==> config.mk <==
export PLATFORM = sky130hd
export DESIGN_NAME = gate_bist
export DESIGN_NICKNAME = d
export VERILOG_FILES = /design/src/rtl/gate_bist_pkg.sv /design/src/rtl/gate_bist_gate_ref_model.sv /design/src/rtl/gate_bist.sv
export SDC_FILE = /design/constraint.sdc
export NUM_CORES = 1
export LEC_CHECK = 0
export ABC_AREA = 1
export ABC_CLOCK_PERIOD_IN_PS = 3900
export BUFFER_PORTS_ARGS = -buffer_cell sky130_fd_sc_hd__buf_2
export CAP_MARGIN = 0
export CORE_UTILIZATION = 40
export CTS_CLUSTER_SIZE = 30
export DETAILED_ROUTE_END_ITERATION = 10
export GPL_TIMING_DRIVEN = 0
export REMOVE_ABC_BUFFERS = 1
export SYNTH_ARGS = -nofsm -noshare
export SYNTH_HDL_FRONTEND = slang
export SYNTH_HIERARCHICAL = 1
export SYNTH_SLANG_ARGS = --single-unit
==> constraint.sdc <==
create_clock -name clk -period 3.9 [get_ports clk]
set_clock_uncertainty 0.2 [all_clocks]
set_input_delay 0.195 -clock clk [delete_from_list [all_inputs] [get_ports clk]]
set_output_delay 0.195 -clock clk [all_outputs]
set_load 0.05 [all_outputs]
==> src/rtl/gate_bist_pkg.sv <==
// Shared encodings and the reference gate function for the gate BIST engine.
package gate_bist_pkg;

   localparam int unsigned MODE_W    = 3;
   localparam int unsigned VEC_MAX_W = 8;

   localparam logic [MODE_W-1:0] MODE_AND  = 3'd0;
   localparam logic [MODE_W-1:0] MODE_OR   = 3'd1;
   localparam logic [MODE_W-1:0] MODE_XOR  = 3'd2;
   localparam logic [MODE_W-1:0] MODE_NAND = 3'd3;
   localparam logic [MODE_W-1:0] MODE_NOR  = 3'd4;
   localparam logic [MODE_W-1:0] MODE_XNOR = 3'd5;

   typedef enum logic [1:0] {
      ST_IDLE   = 2'd0,
      ST_SETTLE = 2'd1,
      ST_SAMPLE = 2'd2,
      ST_DONE   = 2'd3
   } state_t;

   // Expected gate output for the low n_in bits of vec; modes 6/7 give constant 0.
   function automatic logic ref_gate(input logic [MODE_W-1:0]    mode,
                                     input logic [VEC_MAX_W-1:0] vec,
                                     input int unsigned          n_in);
      logic [VEC_MAX_W-1:0] mask;
      logic                 red_and;
      logic                 red_or;
      logic                 red_xor;
      logic                 res;
      mask    = VEC_MAX_W'((16'(1) << n_in) - 16'(1));
      red_and = &(vec | ~mask);
      red_or  = |(vec & mask);
      red_xor = ^(vec & mask);
      case (mode)
         MODE_AND:  res = red_and;
         MODE_OR:   res = red_or;
         MODE_XOR:  res = red_xor;
         MODE_NAND: res = ~red_and;
         MODE_NOR:  res = ~red_or;
         MODE_XNOR: res = ~red_xor;
         default:   res = 1'b0;
      endcase
      return res;
   endfunction

endpackage

==> src/rtl/gate_bist_gate_ref_model.sv <==
// Combinational reference gate: expected DUT output for the current vector.
module gate_ref_model
   import gate_bist_pkg::*;
#(
   parameter int unsigned N_IN = 2
) (
   input  logic [MODE_W-1:0] i_mode,
   input  logic [N_IN-1:0]   i_vec,
   output logic              o_exp_c
);

   assign o_exp_c = ref_gate(i_mode, VEC_MAX_W'(i_vec), N_IN);

endmodule

==> src/rtl/gate_bist.sv <==
// Exhaustive truth-table BIST for a small N-input gate with settle/sample pacing.
module gate_bist
   import gate_bist_pkg::*;
#(
   parameter int unsigned N_IN   = 2,
   parameter int unsigned SETTLE = 1,
   parameter int unsigned ERR_W  = 8
) (
   input  logic              clk,
   input  logic              rst,
   input  logic              start,
   input  logic              abort,
   input  logic [MODE_W-1:0] mode,
   output logic [N_IN-1:0]   stim,
   input  logic              dut_y,
   output logic              busy,
   output logic              done,
   output logic              pass,
   output logic [ERR_W-1:0]  err_count,
   output logic [N_IN-1:0]   first_fail,
   output logic              first_fail_vld
);

   localparam int unsigned       CNT_W  = (SETTLE > 1) ? $clog2(SETTLE) : 1;
   localparam logic [CNT_W-1:0]  RELOAD = CNT_W'(SETTLE - 1);

   state_t              r_state, w_state_nxt;
   logic [MODE_W-1:0]   r_mode, w_mode_nxt;
   logic [CNT_W-1:0]    r_cnt, w_cnt_nxt;
   logic [N_IN-1:0]     r_stim, w_stim_nxt;
   logic                r_busy, w_busy_nxt;
   logic                r_done, w_done_nxt;
   logic                r_pass, w_pass_nxt;
   logic [ERR_W-1:0]    r_err, w_err_nxt;
   logic [N_IN-1:0]     r_ff, w_ff_nxt;
   logic                r_ffv, w_ffv_nxt;
   logic                w_exp;
   logic                w_mismatch;
   logic [ERR_W-1:0]    w_err_inc;

   gate_ref_model #(.N_IN(N_IN)) u_ref (
      .i_mode  (r_mode),
      .i_vec   (r_stim),
      .o_exp_c (w_exp)
   );

   assign w_mismatch = (dut_y != w_exp);
   assign w_err_inc  = (r_err == '1) ? r_err : r_err + ERR_W'(1);

   // Next-state and next-value logic for the sweep sequencer.
   always_comb begin
      w_state_nxt = r_state;
      w_mode_nxt  = r_mode;
      w_cnt_nxt   = r_cnt;
      w_stim_nxt  = r_stim;
      w_busy_nxt  = r_busy;
      w_done_nxt  = r_done;
      w_pass_nxt  = r_pass;
      w_err_nxt   = r_err;
      w_ff_nxt    = r_ff;
      w_ffv_nxt   = r_ffv;
      case (r_state)
         ST_IDLE, ST_DONE: begin
            if (start) begin
               w_state_nxt = ST_SETTLE;
               w_mode_nxt  = mode;
               w_cnt_nxt   = RELOAD;
               w_stim_nxt  = '0;
               w_busy_nxt  = 1'b1;
               w_done_nxt  = 1'b0;
               w_pass_nxt  = 1'b0;
               w_err_nxt   = '0;
               w_ff_nxt    = '0;
               w_ffv_nxt   = 1'b0;
            end
         end
         ST_SETTLE: begin
            if (abort) begin
               w_state_nxt = ST_IDLE;
               w_busy_nxt  = 1'b0;
               w_done_nxt  = 1'b0;
               w_pass_nxt  = 1'b0;
               w_stim_nxt  = '0;
            end else if (r_cnt == '0) begin
               w_state_nxt = ST_SAMPLE;
            end else begin
               w_cnt_nxt = r_cnt - CNT_W'(1);
            end
         end
         ST_SAMPLE: begin
            if (abort) begin
               w_state_nxt = ST_IDLE;
               w_busy_nxt  = 1'b0;
               w_done_nxt  = 1'b0;
               w_pass_nxt  = 1'b0;
               w_stim_nxt  = '0;
            end else begin
               if (w_mismatch) begin
                  w_err_nxt = w_err_inc;
                  if (!r_ffv) begin
                     w_ff_nxt  = r_stim;
                     w_ffv_nxt = 1'b1;
                  end
               end
               if (r_stim == '1) begin
                  w_state_nxt = ST_DONE;
                  w_busy_nxt  = 1'b0;
                  w_done_nxt  = 1'b1;
                  // A mismatch on the last vector always leaves a non-zero count.
                  w_pass_nxt  = !w_mismatch && (r_err == '0);
               end else begin
                  w_state_nxt = ST_SETTLE;
                  w_stim_nxt  = r_stim + N_IN'(1);
                  w_cnt_nxt   = RELOAD;
               end
            end
         end
         default: w_state_nxt = ST_IDLE;
      endcase
   end

   // State register.
   always_ff @(posedge clk) begin
      if (rst) r_state <= ST_IDLE;
      else     r_state <= w_state_nxt;
   end

   // Datapath and result registers.
   always_ff @(posedge clk) begin
      if (rst) begin
         r_mode <= '0;
         r_cnt  <= '0;
         r_stim <= '0;
         r_busy <= 1'b0;
         r_done <= 1'b0;
         r_pass <= 1'b0;
         r_err  <= '0;
         r_ff   <= '0;
         r_ffv  <= 1'b0;
      end else begin
         r_mode <= w_mode_nxt;
         r_cnt  <= w_cnt_nxt;
         r_stim <= w_stim_nxt;
         r_busy <= w_busy_nxt;
         r_done <= w_done_nxt;
         r_pass <= w_pass_nxt;
         r_err  <= w_err_nxt;
         r_ff   <= w_ff_nxt;
         r_ffv  <= w_ffv_nxt;
      end
   end

   assign stim           = r_stim;
   assign busy           = r_busy;
   assign done           = r_done;
   assign pass           = r_pass;
   assign err_count      = r_err;
   assign first_fail     = r_ff;
   assign first_fail_vld = r_ffv;

endmodule

## Word-level counts from Yosys, hierarchy flattened

Cells that the tools add are included.

| word-level totals | value |
|---|---|
| register bits | 22 |
| input port bits | 8 |
| output and inout bits | 16 |
| logic and storage cells | 97 |

| cells by class | value |
|---|---|
| add/sub/neg operators | 3 |
| equality and inequality tests | 22 |
| mux-type cells | 41 |
| bitwise logic cells | 3 |
| reduce and logical (&&, ||, !) cells | 18 |

Operator list:

| operator | number |
|---|---|
| 2-to-1 mux 8 bit | 4 |
| 2-to-1 mux 2 bit | 12 |
| inequality test 2 bit (second input constant) | 8 |
| case mux 8 bit (2 select lines) | 1 |
| 2-to-1 mux 1 bit | 15 |
| case mux 1 bit (3 select lines) | 4 |
| case mux 2 bit (3 select lines) | 2 |
| AND reduction 5 bit | 2 |
| inequality test 3 bit (second input constant) | 3 |
| adder 8 x 1 -> 8 bit (second input constant) | 1 |
| == test 8 bit (second input constant) | 1 |
| zero test 8 bit | 1 |
| AND reduction 4 bit | 2 |
| parity 8 bit | 1 |
| == test 2 bit (second input constant) | 3 |
| == test 3 x 2 -> 1 bit (second input constant) | 2 |
| == test 3 bit (second input constant) | 2 |
| case mux 1 bit (6 select lines) | 1 |
| AND reduction 2 bit | 3 |
| AND reduction 3 bit | 2 |
| case mux 2 bit (2 select lines) | 1 |
| OR reduction 2 bit | 2 |
| == test 3 x 1 -> 1 bit (second input constant) | 1 |
| zero test 3 bit | 1 |
| other kinds (10) | 12 |

## Logic depth before layout (Yosys ltp)

| depth | value |
|---|---|
| depth in word-level cells | 9 |
| gate-level depth with buffers | 17 |
| gate-level depth less buffers | 16 |

## Modules after synthesis

The synthesis kept the hierarchy.

Modules (own cells, without submodules):

| module | times used | cells an instance | area each (sq um) | sequential area each (sq um) |
|---|---|---|---|---|
| gate_bist | 1 | 174 | 1213.7 | 420.4 |
| gate_ref_model | 1 | 26 | 122.6 | 0.0 |

## Worst setup path before layout

No wires, ideal clock.

| timing | value |
|---|---|
| path kind | register -> register |
| start point | reg r_stim[0] (netlist: stim[0]) |
| end point | reg r_err[1] (netlist: err_count[1]) |
| library setup time | 0.115 ns |
| arrival time | 2.114 ns |
| data required time | 3.585 ns |
| slack | 1.471 ns |
| stages on the path, launching flop included | 18 |
| path buffers | 1 |
| clock period less this slack | 2.429 ns |
| cell sequence | dfxtp_1 -> inv_1 -> ha_1 -> inv_1 -> nand2_1 -> nand3_1 -> nand2_1 -> inv_1 -> nand2_1 -> inv_1 -> nand2_1 -> nand3_1 -> nand3_4 -> nor2_4 -> buf_6 -> nand2_1 -> nand2_1 -> nor2_1 |

| between the ends | value |
|---|---|
| cells in the longest elaborated chain, start to end | 6 |
| elaborated cells on any way between the ends | 10 |
| classes of those cells | 2 x eq/ne; 1 x mux; 3 x bitwise; 4 x reduce/logical |

Ends and longest elaborated chain:

| what | RTL line | text |
|---|---|---|
| start, declared | gate_bist.sv:30 | `logic [N_IN-1:0] r_stim, w_stim_nxt;` |
| start signal, assigned | gate_bist.sv:143 | `r_stim <= w_stim_nxt;` |
| parity 8 bit, or another cell as far along | gate_bist_pkg.sv:33 | `red_xor = ^(vec & mask);` |
| inverter 1 bit (on tied branches) | gate_bist_pkg.sv:40, gate_bist_pkg.sv:38, gate_bist_pkg.sv:39 |  |
| case mux 1 bit (6 select lines) (*) | gate_bist_pkg.sv:34 | `case (mode)` |
| net w_exp | gate_bist.sv:37 | `logic w_exp;` |
| inequality test 1 bit (*) | gate_bist.sv:47 | `assign w_mismatch = (dut_y != w_exp);` |
| inequality test 2 bit (no source line) (*) | -- |  |
| AND reduction 5 bit (no source line) (*) | -- |  |
| end signal, assigned | gate_bist.sv:147 | `r_err <= w_err_nxt;` |
| end, declared | gate_bist.sv:34 | `logic [ERR_W-1:0] r_err, w_err_nxt;` |

The timed path passes the listed nets; every way through them passes the cells marked *.
A chain may end at the register's enable or synchronous reset.

## Worst setup path after layout

| timing | value |
|---|---|
| start point | reg r_stim[0] (netlist: stim[0]) |
| end point | reg r_err[0] (netlist: err_count[0]) |

Same word-level chain as after synthesis.

==> out/metrics.yaml <==
cp-end-kind: "flop"
io_buffer_count: 23
status: "finished, final reports clean"
grt_pass1_vias: 1106
clk_pin_slew_ns: 0.12
clock_path_buffers: 2
chipWidth_um: 59.8
gp_congestion: 0.745
start_kind: "flop"
crit_chain: "inv_1 > ha_1 > inv_1 > nand2_1 > nand3_1 > nand2_1 > inv_1 > nand2_1 > inv_1 > nand2_1 > nand3_1 > nand3_4 > nor2_4 > nand2_1 > nand2_1 > nor2_1"
nFillCells: 347
rsz0062_at_grt: "false"
first_pass_iters: 4
drc: 0
synth.top_cell.area_share: 0.315
pin_count: 24
slew_violations: 0
area_growth_pct: 15.3
relSlewSlack: 0.752
synth_cell_types: 26
cts_inserted_buffers: 3
synthesis.area_mm2: 0.00134
core_mm2: 0.00310
clock_sinks: 21
ys_top_cells_by_count: "nand2_1 (45), inv_1 (30), nor2_1 (28)"
setup_viol: 0
max_stage_delay_ns: 0.48
root_buffer: "clkbuf_4"
finish.utilization: 0.496
grt_max_degree: 13
yosys_warnings: 6
final.setup.tns_ns: 0
vias: 1233
worstSkewPairLatency_ns: 0.31
antenna_found_initial: 0
worstSetupPathType: "flop to flop"
fmaxAchievable_ghz: 0.423
overflow: 0
cp_slowest_cell: "dfxtp_1"
vdd_drop_max_mv: 0.182
power_density_mw_per_mm2: 314
ctsHoldBuffers: 4
critPathMaxFanout: 12
hold_class: "input port to flop"
post-cts-setup-buffer-count: 0
grt_usage: 0.180
routed_via_density: 4.55
drt-wirelength-per-cell_um: 10.2
num_antenna_cells: 0
fp.dieArea_mm2: 0.00358
nets: 244
chipHeight_um: 59.8
worstPathRequired_ns: 3.92
netlist.top_cell.by_area: "dfxtp_1"
hpwl_um: 2130
maxCapViolCount: 0
timing.final.crit_period_ns: 2.36
synth_edf_count: 0
drive_gt1_frac: 0.198
critPathArrivalTime_ns: 2.38
htreeDepth: 1
power_w: 0.000484
synth_flop_cell: "dfxtp_1"
p_leak_nw: 0.727
cts_resized: 0
ys_seq_elements: 21
ant_nets: 0
fin_crit_sh: 0.606
start_util: 0.431
ys_seq_area_frac: 0.315
finalWirelength_um: 2760
yosysMostFrequentCell: "nand2_1"
hold_viol: 0
cts_tree: "done"
drtIter0Drc: 33
grt_pass1_wl_um: 4770
tightest_slew_ns: 0.372
holdWs_ns: 0.0186
synthTopCellsByArea: "dfxtp_1 (31%), nand2_1 (13%), inv_1 (8.4%)"
synthArstFlopShare: 0
num_rows: 20
syn_inst: 200
syn_avg_cell_area_um2: 6.68
crit_top_cell: "nand2_1"
layer usage:
metal	part of all wire	vias to the layer above	global-route usage
met5	0	-	0
met4	0.018	0	0.0797
met3	0.024	5	0.0325
met2	0.43	16	0.284
met1	0.52	531	0.238
li1	-	681	-
metrics by stage:
stage / cell area [um^2] / instances / setup slack [ns]
finish: 1540 / 271 / 1.54
global route: 1540 / 271 / 1.32
CTS: 1540 / 271 / 1.53
detailed placement: 1470 / 263 / 1.54
global placement: 1470 / 263 / 1.56
floorplan: 1300 / 196 / 1.44
worst max-delay path: cells and delay by family (launching register included):
family                     cells  cell delay [ns]
adders and majority gates      1             0.31
buffers and inverters          4             0.22
DFF                            1             0.48
and+or+nand+nor               11             1.09
state kept, by name (all words and copies together) (netlist names):
signal          cells
err_count           8
busy                1
stim                2
pass                1
r_state             2
r_mode              3
first_fail_vld      1
done                1
first_fail          2
logic make-up (layout without fill, tap and decap cells):
group	after synthesis	in the layout	share of synthesized area
xor gates and xnor gates	1	1	0.00656
AOI/OAI and AO/OA	32	32	0.141
DFF	21	21	0.315
adders and majority gates	8	8	0.0749
and+or+nand+nor	102	102	0.346
buffers and inverters	36	63	0.117
worst paths after layout:
path | start | endpoint | slack [ns] | cells after the start
worst max-delay path | stim[0]$_SDFFE_PP0P_ | err_count[0]$_SDFFE_PP0P_ | 1.54 | 16
worst min-delay path | abort | done$_SDFFE_PP0P_ | 0.02 | 4
worst max register to register | stim[0]$_SDFFE_PP0P_ | err_count[0]$_SDFFE_PP0P_ | 1.54 | 16
worst min register to register | done$_SDFFE_PP0P_ | done$_SDFFE_PP0P_ | 0.28 | 2
power breakdown:
part           switching [W]  internal [W]  total (W)
sequential         0.0000127      0.000228   0.000241
clock              0.0000691     0.0000384   0.000108
combinational      0.0000939     0.0000419   0.000136
total               0.000176      0.000308   0.000484
final cells by class:
type,instances,area [um^2],share of cell area
timing repair buffer,27,155,0.101
multi-input combinational,143,759,0.493
inverter,32,123,0.0796
clock inverter,1,5.00,0.00325
clock buffer,3,22.5,0.0146
tap,44,55.1,0.0357
sequential,21,420,0.273
placed cells by master, fill, tap and decap left out, types with 2 or more instances in the layout:
cell type      instances
a21oi_1               13
a21oi_2                3
buf_2                 23
clkbuf_4               3
dfxtp_1               21
dlygate4sd3_1          4
ha_1                   8
inv_1                 30
nand2_1               45
nand2_2                6
nand3_1               12
nand4_1                3
nor2_1                28
nor2_2                 2
nor2_4                 2
o21ai_0               13
(Power assumes the default switching activity.)
